File: src/rtl/imem_stream_loader.sv
// imem_stream_loader: loads a length-prefixed big-endian byte stream into instruction memory.
// Ports: clk/reset (async, active-high); start pulse; in_data/in_valid/in_ready byte stream;
//        imem_we/imem_addr/imem_wdata write port; cpu_hold core reset; done/error status.
// Optional feature macro: LOADER_CHECKSUM_EN (trailing XOR checksum byte after the payload).
module imem_stream_loader #(
  parameter int ADDR_W    = 8,
  parameter int BASE_ADDR = 0
) (
  input  logic              clk,
  input  logic              reset,
  input  logic              start,
  input  logic [7:0]        in_data,
  input  logic              in_valid,
  output logic              in_ready,
  output logic              imem_we,
  output logic [ADDR_W-1:0] imem_addr,
  output logic [31:0]       imem_wdata,
  output logic              cpu_hold,
  output logic              done,
  output logic              error
);

`ifdef LOADER_CHECKSUM_EN
  typedef enum logic [2:0] {
    S_IDLE, S_LEN_HI, S_LEN_LO, S_DATA, S_WRITE, S_DONE, S_ERR, S_CHECK
  } state_t;
`else
  typedef enum logic [2:0] {
    S_IDLE, S_LEN_HI, S_LEN_LO, S_DATA, S_WRITE, S_DONE, S_ERR
  } state_t;
`endif

  localparam logic [ADDR_W-1:0] BASE = ADDR_W'(BASE_ADDR);
  // Largest legal word count is the full memory capacity.
  localparam logic [32:0]       CAP  = 33'd1 << ADDR_W;

  state_t      state, next_state;
  logic [7:0]  len_hi;
  logic [15:0] word_cnt;
  logic [1:0]  byte_idx;
  logic [23:0] shreg;
  logic [31:0] wdata_q;
  logic [ADDR_W-1:0] addr_q;
  logic        accept;
  logic        start_ok;
  logic [32:0] len_full;
`ifdef LOADER_CHECKSUM_EN
  logic [7:0]  csum;
`endif

  assign in_ready = (state == S_LEN_HI) || (state == S_LEN_LO) || (state == S_DATA)
`ifdef LOADER_CHECKSUM_EN
                    || (state == S_CHECK)
`endif
                    ;
  assign accept   = in_valid && in_ready;
  assign start_ok = start && ((state == S_IDLE) || (state == S_DONE) || (state == S_ERR));
  assign len_full = {17'd0, len_hi, in_data};

  assign imem_addr  = addr_q;
  assign imem_wdata = wdata_q;

  always_ff @(posedge clk or posedge reset) begin
    if (reset) state <= S_IDLE;
    else       state <= next_state;
  end

  always_comb begin
    next_state = state;
    imem_we    = 1'b0;
    done       = 1'b0;
    error      = 1'b0;
    cpu_hold   = 1'b1;
    case (state)
      S_IDLE:   if (start) next_state = S_LEN_HI;
      S_LEN_HI: if (accept) next_state = S_LEN_LO;
      S_LEN_LO: begin
        if (accept) begin
          if (len_full == 33'd0) begin
`ifdef LOADER_CHECKSUM_EN
            next_state = S_CHECK;
`else
            next_state = S_DONE;
`endif
          end else if (len_full > CAP) begin
            next_state = S_ERR;
          end else begin
            next_state = S_DATA;
          end
        end
      end
      S_DATA:   if (accept && byte_idx == 2'd3) next_state = S_WRITE;
      S_WRITE: begin
        imem_we = 1'b1;
        // Counter decrements as WRITE retires, so a value of 1 marks the last word.
        if (word_cnt == 16'd1) begin
`ifdef LOADER_CHECKSUM_EN
          next_state = S_CHECK;
`else
          next_state = S_DONE;
`endif
        end else begin
          next_state = S_DATA;
        end
      end
`ifdef LOADER_CHECKSUM_EN
      S_CHECK:  if (accept) next_state = (in_data == csum) ? S_DONE : S_ERR;
`endif
      S_DONE: begin
        done     = 1'b1;
        cpu_hold = 1'b0;
        if (start) next_state = S_LEN_HI;
      end
      S_ERR: begin
        error = 1'b1;
        if (start) next_state = S_LEN_HI;
      end
      default:  next_state = S_IDLE;
    endcase
  end

  always_ff @(posedge clk or posedge reset) begin
    if (reset) begin
      len_hi   <= 8'd0;
      word_cnt <= 16'd0;
      byte_idx <= 2'd0;
      shreg    <= 24'd0;
      wdata_q  <= 32'd0;
      addr_q   <= BASE;
`ifdef LOADER_CHECKSUM_EN
      csum     <= 8'd0;
`endif
    end else begin
      if (start_ok) begin
        addr_q <= BASE;
`ifdef LOADER_CHECKSUM_EN
        csum   <= 8'd0;
`endif
      end
      if (state == S_LEN_HI && accept) len_hi <= in_data;
      if (state == S_LEN_LO && accept) begin
        word_cnt <= {len_hi, in_data};
        byte_idx <= 2'd0;
      end
      if (state == S_DATA && accept) begin
        shreg    <= {shreg[15:0], in_data};
        byte_idx <= byte_idx + 2'd1;
        // Latch the full word only when complete so the write data stays stable between writes.
        if (byte_idx == 2'd3) wdata_q <= {shreg, in_data};
`ifdef LOADER_CHECKSUM_EN
        csum <= csum ^ in_data;
`endif
      end
      if (state == S_WRITE) begin
        addr_q   <= addr_q + 1'b1;
        word_cnt <= word_cnt - 16'd1;
      end
    end
  end

endmodule

File: config.mk
export PLATFORM = sky130hd
export DESIGN_NAME = imem_stream_loader
export DESIGN_NICKNAME = d
export VERILOG_FILES = /design/src/rtl/imem_stream_loader.sv
export SDC_FILE = /design/constraint.sdc
export NUM_CORES = 1
export LEC_CHECK = 0
export CORE_MARGIN = 2
export CORE_UTILIZATION = 54
export CTS_CLUSTER_SIZE = 14
export DETAILED_ROUTE_END_ITERATION = 6
export PLACE_DENSITY_LB_ADDON = 0.12
export SYNTH_ARGS = -nofsm -noshare
export SYNTH_HDL_FRONTEND = slang
export SYNTH_SLANG_ARGS = --single-unit
export TNS_END_PERCENT = 50
File: constraint.sdc
create_clock -name clk -period 3.6 [get_ports clk]
set_clock_uncertainty 0.05 [all_clocks]
set_input_delay 0.36 -clock clk [delete_from_list [all_inputs] [get_ports clk]]
set_output_delay 0.36 -clock clk [all_outputs]
set_load 0.005 [all_outputs]
==> key figures, run 1 <==
Worst setup path
  – Crit Path Max Fanout: 16
  – CP Capture Type: output pin
  – Startpoint types: flop
  – Worst R2R End: word_cnt[10]$_DFFE_PP0P_
  – WS Path Type: flop to output pin
  – Worst-path cell chain: or3b_1 -> inv_6 -> clkdlybuf4s50_1
  – Crit-path slowest cell: or3b_1
  – Critical Path Max Stage Delay: 0.72 ns
  – RR Startpoint: state[1]$_DFFE_PP0P_
  – CP arrival: 2.42 ns
  – FF-to-FF setup slack: 1.15 ns
  – R2R depth: 5
  – Crit path from: state[1]$_DFFE_PP0P_
  – Worst Path Required: 3.19 ns

Cells and area
  – Commonest non-fill, non-tap cell in the layout: nand2_1
  – Share of cells above drive strength 1: 7.21%
  – Layout area overhead: 20.7%
  – Most frequent cells in the layout: 96 x nand2_1, 93 x dfrtp_1, 56 x clkdlybuf4s50_1
  – Final instance area: 5110 um2
  – Fill count: between 500 and 600
  – N_diodes: 0
  – NumNets Final: 469
  – Final Non-Filler Cells: 560

Power and ir drop
  – P_int: 0.00256 W
  – Flop pwr share: 46.5%
  – NetSw: 0.00137 W
  – Pwr/cell area: roughly 770 nW/um2
  – Peak VDD IR: 439 uV
  – Combinational fraction of design power: approximately a third
  – Switching portion of total power: 34.9%
  – Clk network pwr share: around 22%
  – Leak pwr: 2.36 nW

Global routing
  – Gr ovfl total: 0
  – Initial antenna violation count: 0
  – Total Routing Usage GR: between 20% and 30%
  – Largest net degree at the start of global routing: 50
  – Vias in the first global route: 3,072
  – First-pass GRT wire length: 15,100 um

Logic synthesis
  – Number of flops mapped to enable cells by yosys: 0
  – Post-Syn Area per Cell: 10.6 um2
  – Seq/Total Area, Yosys: a little over half
  – Post-synthesis cell area: around 4200 um2
  – Mapped Nets: 416
  – Synth area leaders: dfrtp_1 55%, mux2_1 10%, nand2_1 8.5%, nand3_1 1.7%, nor2_1 1.6%
  – Flops & latches, synth: a little over 90
  – Post-synth top flop: dfrtp_1
  – Ys Warns: 0
  – Async SR Flop Fraction: 100%
  – Netlist cell types: 57
  – Mapped Cells: 400
  – Post-synth top area share: 54.9%
  – Cell taking the most area after synthesis: dfrtp_1

Die
  – I/O pin total: 57
  – Die ar.: 8570 um2
  – Core outline area: roughly 7600 um2
  – Initial core utilization: around 55%
  – Die W: 92.6 um
  – Height of the die: about 90 um
  – FP Rows: 32

STA
  – Slew headroom: approximately two fifths
  – Highest Clock Rate: 354 MHz
  – Final setup margin: 0.772 ns
  – Setup violators final: 0
  – Actual slew at the worst max-slew pin: 0.877 ns
  – Max-slew violations: 0
  – RSZ-0062 raised after global routing: no
  – Final Hold Vio Count: 0
  – WHS: 0.408 ns
  – Final period util: 78.5%
  – Fin Setup TNS: 0 ns
  – Min Tclk post-route: 2.83 ns

Clocking
  – Post-CTS Resized: 0
  – Cts hold-fix bufs: 0
  – Clock sinks: 93
  – Clk root buf: clkbuf_8
  – CTS H-tree lvls: 3
  – Clk slew on worst S/H paths: around 0.09 ns
  – CTS Buffer Depth: 2
  – CTS buffer count: 9
  – Post-CTS Setup Repair Bufs: 0
  – CTS tree: done
  – Worst-skew pair later-pin latency: 0.36 ns

Route
  – DRC: 0
  – Vias/cell: about 5.7
  – Drt wl/cell: 15.5 um
  – Initial drt markers: around 170
  – Routed Antenna Nets: 0
  – Post-Route WL: 8670 um
  – Drt pass-1 iters: 4
  – Routed vias: 3,169

Placement
  – I/O Buffers: 56
  – Post-DP HPWL: 5970 um
  – Area of placed instances: just under 5000 um2
  – Placed cells: ~540
  – Gpl congestion: about 0.83
  – Post-Place Setup Slack: ~1.1 ns

Hold path
  – Hold Crit Class: input port to async pin

Job
  – Reported max-cap violation count: 0

Outcome
  – Status: finished clean
==> cell families (layout without fill, tap and decap cells) <==
group | Yosys count | after routing | share of synthesized area [%]
and+or+nand+nor | 168 | 168 | 18.9
AOI/OAI and AO/OA | 60 | 60 | 9.84
xor gates and xnor gates | 3 | 3 | 0.620
DFF | 93 | 93 | 54.9
muxes | 43 | 43 | 11.3
adders and majority gates | 4 | 4 | 1.18
buffers and inverters | 29 | 87 | 3.22
==> metrics by stage <==
stage	util (%)	power [W]
final	66.8	0.00393
after detailed placement	63.6	0.00310
after floorplan	-	0.00257
after global placement	63.6	0.00304
after CTS	66.8	0.00395
after global routing	66.8	0.00423
==> power by group through the flow <==
stage          Combinational, W  Sequential, W  Clock (W)
2_1_floorplan          0.000856        0.00172          0
3_3_place_gp            0.00121        0.00183          0
3_5_place_dp            0.00126        0.00184          0
4_1_cts                 0.00126        0.00182   0.000863
5_1_grt                 0.00142        0.00190   0.000913
6_report                0.00125        0.00183   0.000849
==> state kept, by name, summed over array words and instances, names as in the netlist <==
| name | cells |
|---|---|
| imem_wdata | 32 |
| word_cnt | 16 |
| shreg | 24 |
| len_hi | 8 |
| state | 3 |
| imem_addr | 8 |
| byte_idx | 2 |
==> how the worst max path moves through the flow <==
stage | to | slack, ns | depth (start not counted)
2_1_floorplan | byte_idx[0]$_DFFE_PP0P_ | 0.77 | 1
3_3_place_gp | imem_wdata[0]$_DFFE_PP0P_ | 1.14 | 7
3_5_place_dp | word_cnt[4]$_DFFE_PP0P_ | 1.09 | 5
4_1_cts | imem_we | 0.74 | 3
5_1_grt | imem_we | 0.63 | 3
6_report | imem_we | 0.77 | 3
==> critical path, delay by kind of cell (launching register included) <==
family / cells / cell delay (ns)
buf+inv: 2 / 0.77
flops: 1 / 0.56
simple gates: 1 / 0.72
==> metal layers <==
metal	up-vias	GRT usage [%]	part of all wire (%)
li1	1507	-	-
met1	1562	32.3	48
met2	85	33.0	45
met3	15	5.70	5.5
met4	0	6.97	1.5
met5	-	0	0
==> Yosys cell counts, types with 4 or more instances <==
| library cell | number |
|---|---|
| a211oi_1 | 4 |
| clkbuf_1 | 7 |
| o21ai_0 | 9 |
| nor3_1 | 9 |
| nor2_1 | 18 |
| buf_2 | 6 |
| o22ai_1 | 4 |
| nand3_1 | 14 |
| a21oi_1 | 6 |
| dfrtp_1 | 93 |
| mux2i_1 | 4 |
| o211ai_1 | 7 |
| nor4_1 | 4 |
| mux2_1 | 39 |
| a31oi_1 | 5 |
| o21ai_1 | 8 |
| nand2_1 | 96 |
| inv_1 | 10 |
| ha_1 | 4 |
==> cell type report <==
class	count	area [um2]	area share [%]
Multi-Input combinational cell	278	1770	34.7
Tap cell	102	128	2.50
Inverter	11	47.5	0.930
Timing Repair Buffer	60	591	11.6
Clock inverter	6	119	2.33
Sequential cell	93	2330	45.5
Clock buffer	10	128	2.50
Note: power is estimated with default switching activity, not from simulation.
==> inputs of run 2 (changes only) <==
==> constraint.sdc (replaced) <==
create_clock -name clk -period 2.9 [get_ports clk]
set_clock_uncertainty 0.05 [all_clocks]
set_input_delay 0.29 -clock clk [delete_from_list [all_inputs] [get_ports clk]]
set_output_delay 0.29 -clock clk [all_outputs]
set_load 0.005 [all_outputs]
==> key figures, run 2 (synthesized netlist as in run 1, its figures left out) <==
Route
  – DRC: 0
  – Drt pass-1 iters: 4
  – Drt wl/cell: approximately 15 um
  – Routed vias: approximately 3,200
  – Routed Antenna Nets: 0
  – Initial drt markers: 98
  – Post-Route WL: about 8600 um
  – Vias/cell: around 5.6

Die
  – I/O pin total: 57
  – Height of the die: about 90 um
  – Die ar.: about 8600 um2
  – FP Rows: 32
  – Initial core utilization: 55.4%
  – Core outline area: roughly 7600 um2
  – Die W: 92.6 um

Global routing
  – Gr ovfl total: 0
  – Initial antenna violation count: 0
  – Largest net degree at the start of global routing: 68
  – Vias in the first global route: 3,121
  – First-pass GRT wire length: 14,900 um
  – Total Routing Usage GR: 22.2%

Cells and area
  – Max FFs per register: 32
  – NumNets Final: 471
  – N_diodes: 0
  – Layout area overhead: 20.6%
  – Final Util: 66.8%
  – Most frequent cells in the layout: 96 x nand2_1, 93 x dfrtp_1, 56 x clkdlybuf4s50_1
  – Final Non-Filler Cells: 562
  – Commonest non-fill, non-tap cell in the layout: nand2_1
  – Share of cells above drive strength 1: 7.83%

Power and ir drop
  – Leak pwr: ~2.4 nW
  – Pwr/cell area: 931 nW/um2
  – Peak VDD IR: 538 uV

STA
  – RSZ-0062 raised after global routing: no
  – Min Tclk post-route: roughly 2.5 ns
  – WHS: 0.197 ns
  – Final Hold Vio Count: 0
  – Actual slew at the worst max-slew pin: ~0.5 ns
  – Slew headroom: 65.9%
  – Final period util: 85.4%
  – Setup violators final: 0
  – Fin Setup TNS: 0 ns
  – Highest Clock Rate: between 400 and 500 MHz
  – Max-slew violations: 0
  – Final setup margin: 0.422 ns

Clocking
  – Post-CTS Resized: 0
  – Clk root buf: clkbuf_8
  – Clock sinks: 93
  – CTS Buffer Depth: 2
  – CTS tree: done
  – Clk slew on worst S/H paths: ~0.10 ns
  – Worst-skew pair later-pin latency: around 0.37 ns
  – CTS buffer count: 9
  – CTS H-tree lvls: 3
  – Cts hold-fix bufs: 0
  – Post-CTS Setup Repair Bufs: 0

Worst setup path
  – FF-to-FF setup slack: 0.83 ns
  – CP arrival: roughly 2.1 ns
  – Worst Path Required: 2.56 ns
  – Worst R2R End: word_cnt[8]$_DFFE_PP0P_
  – RR Startpoint: state[0]$_DFFE_PP0P_
  – CP Capture Type: output pin
  – Startpoint types: flop
  – Crit path from: state[0]$_DFFE_PP0P_
  – WS Path Type: flop to output pin
  – Crit Path Max Fanout: 18
  – R2R depth: 5
  – Critical path endpoint: imem_we

Hold path
  – Hold Crit Class: input port to async pin

Placement
  – Placed cells: 546
  – Post-Place Setup Slack: 0.757 ns
  – I/O Buffers: 56
  – Post-DP HPWL: 5930 um
  – Gpl congestion: roughly 0.81

Outcome
  – Status: finished clean

Job
  – Reported max-cap violation count: 0
[run 2: cell types whose count changed in the layout (fill, tap and decap cells not counted)]
cell and change:
bufinv_16 -2, buf_12 +1, buf_4 +1, clkbuf_1 -1, clkinv_8 +1, clkinvlp_4 +1
inv_6 +1
[run 2: cell type report]
cell class                 count  area (um2)
fill                         613        2540
inverter                      11        47.5
clock buffer                   9         124
multi-input combinational    278        1770
sequential                    93        2330
tap                          102         128
timing repair buffer          62         618
clock inverter                 7        91.3
[run 2: worst max-delay path: stages (launching register included)]
cell and delay (ns):
dfrtp_1 0.57, or3b_1 0.52, inv_6 0.16, clkdlybuf4s50_1 0.52
[run 2: through the flow]
step	area, um2	total power [W]
6_report	5110	0.00475
5_1_grt	5110	0.00512
4_1_cts	5110	0.00478
3_5_place_dp	4890	0.00387
3_3_place_gp	4890	0.00380
2_1_floorplan	4240	0.00320
[run 2: how the worst min path moves through the flow]
stage	to	start	slack, ns	cells past startpoint
2_1_floorplan	shreg[0]$_DFFE_PP0P_	in_data[0]	0.35	2
3_3_place_gp	shreg[16]$_DFFE_PP0P_	shreg[16]$_DFFE_PP0P_	0.40	2
3_5_place_dp	shreg[16]$_DFFE_PP0P_	shreg[16]$_DFFE_PP0P_	0.41	2
4_1_cts	imem_addr[7]$_DFFE_PP0P_	reset	0.21	2
5_1_grt	imem_addr[6]$_DFFE_PP0P_	reset	0.24	2
6_report	imem_addr[7]$_DFFE_PP0P_	reset	0.20	2
[run 2: power breakdown]
part | internal, W | switching (W)
Sequential | 0.00179 | 0.000472
Combinational | 0.000809 | 0.000760
Clock | 0.000419 | 0.000499
Total | 0.00302 | 0.00173
[run 2: per-layer routing]
layer | vias up | global-route usage, % | share of wire (%)
li1 | 1518 | - | -
met4 | 0 | 8.46 | 1.9
met2 | 66 | 33.9 | 46
met3 | 13 | 5.13 | 5.0
met5 | - | 0 | 0
met1 | 1556 | 31.1 | 48
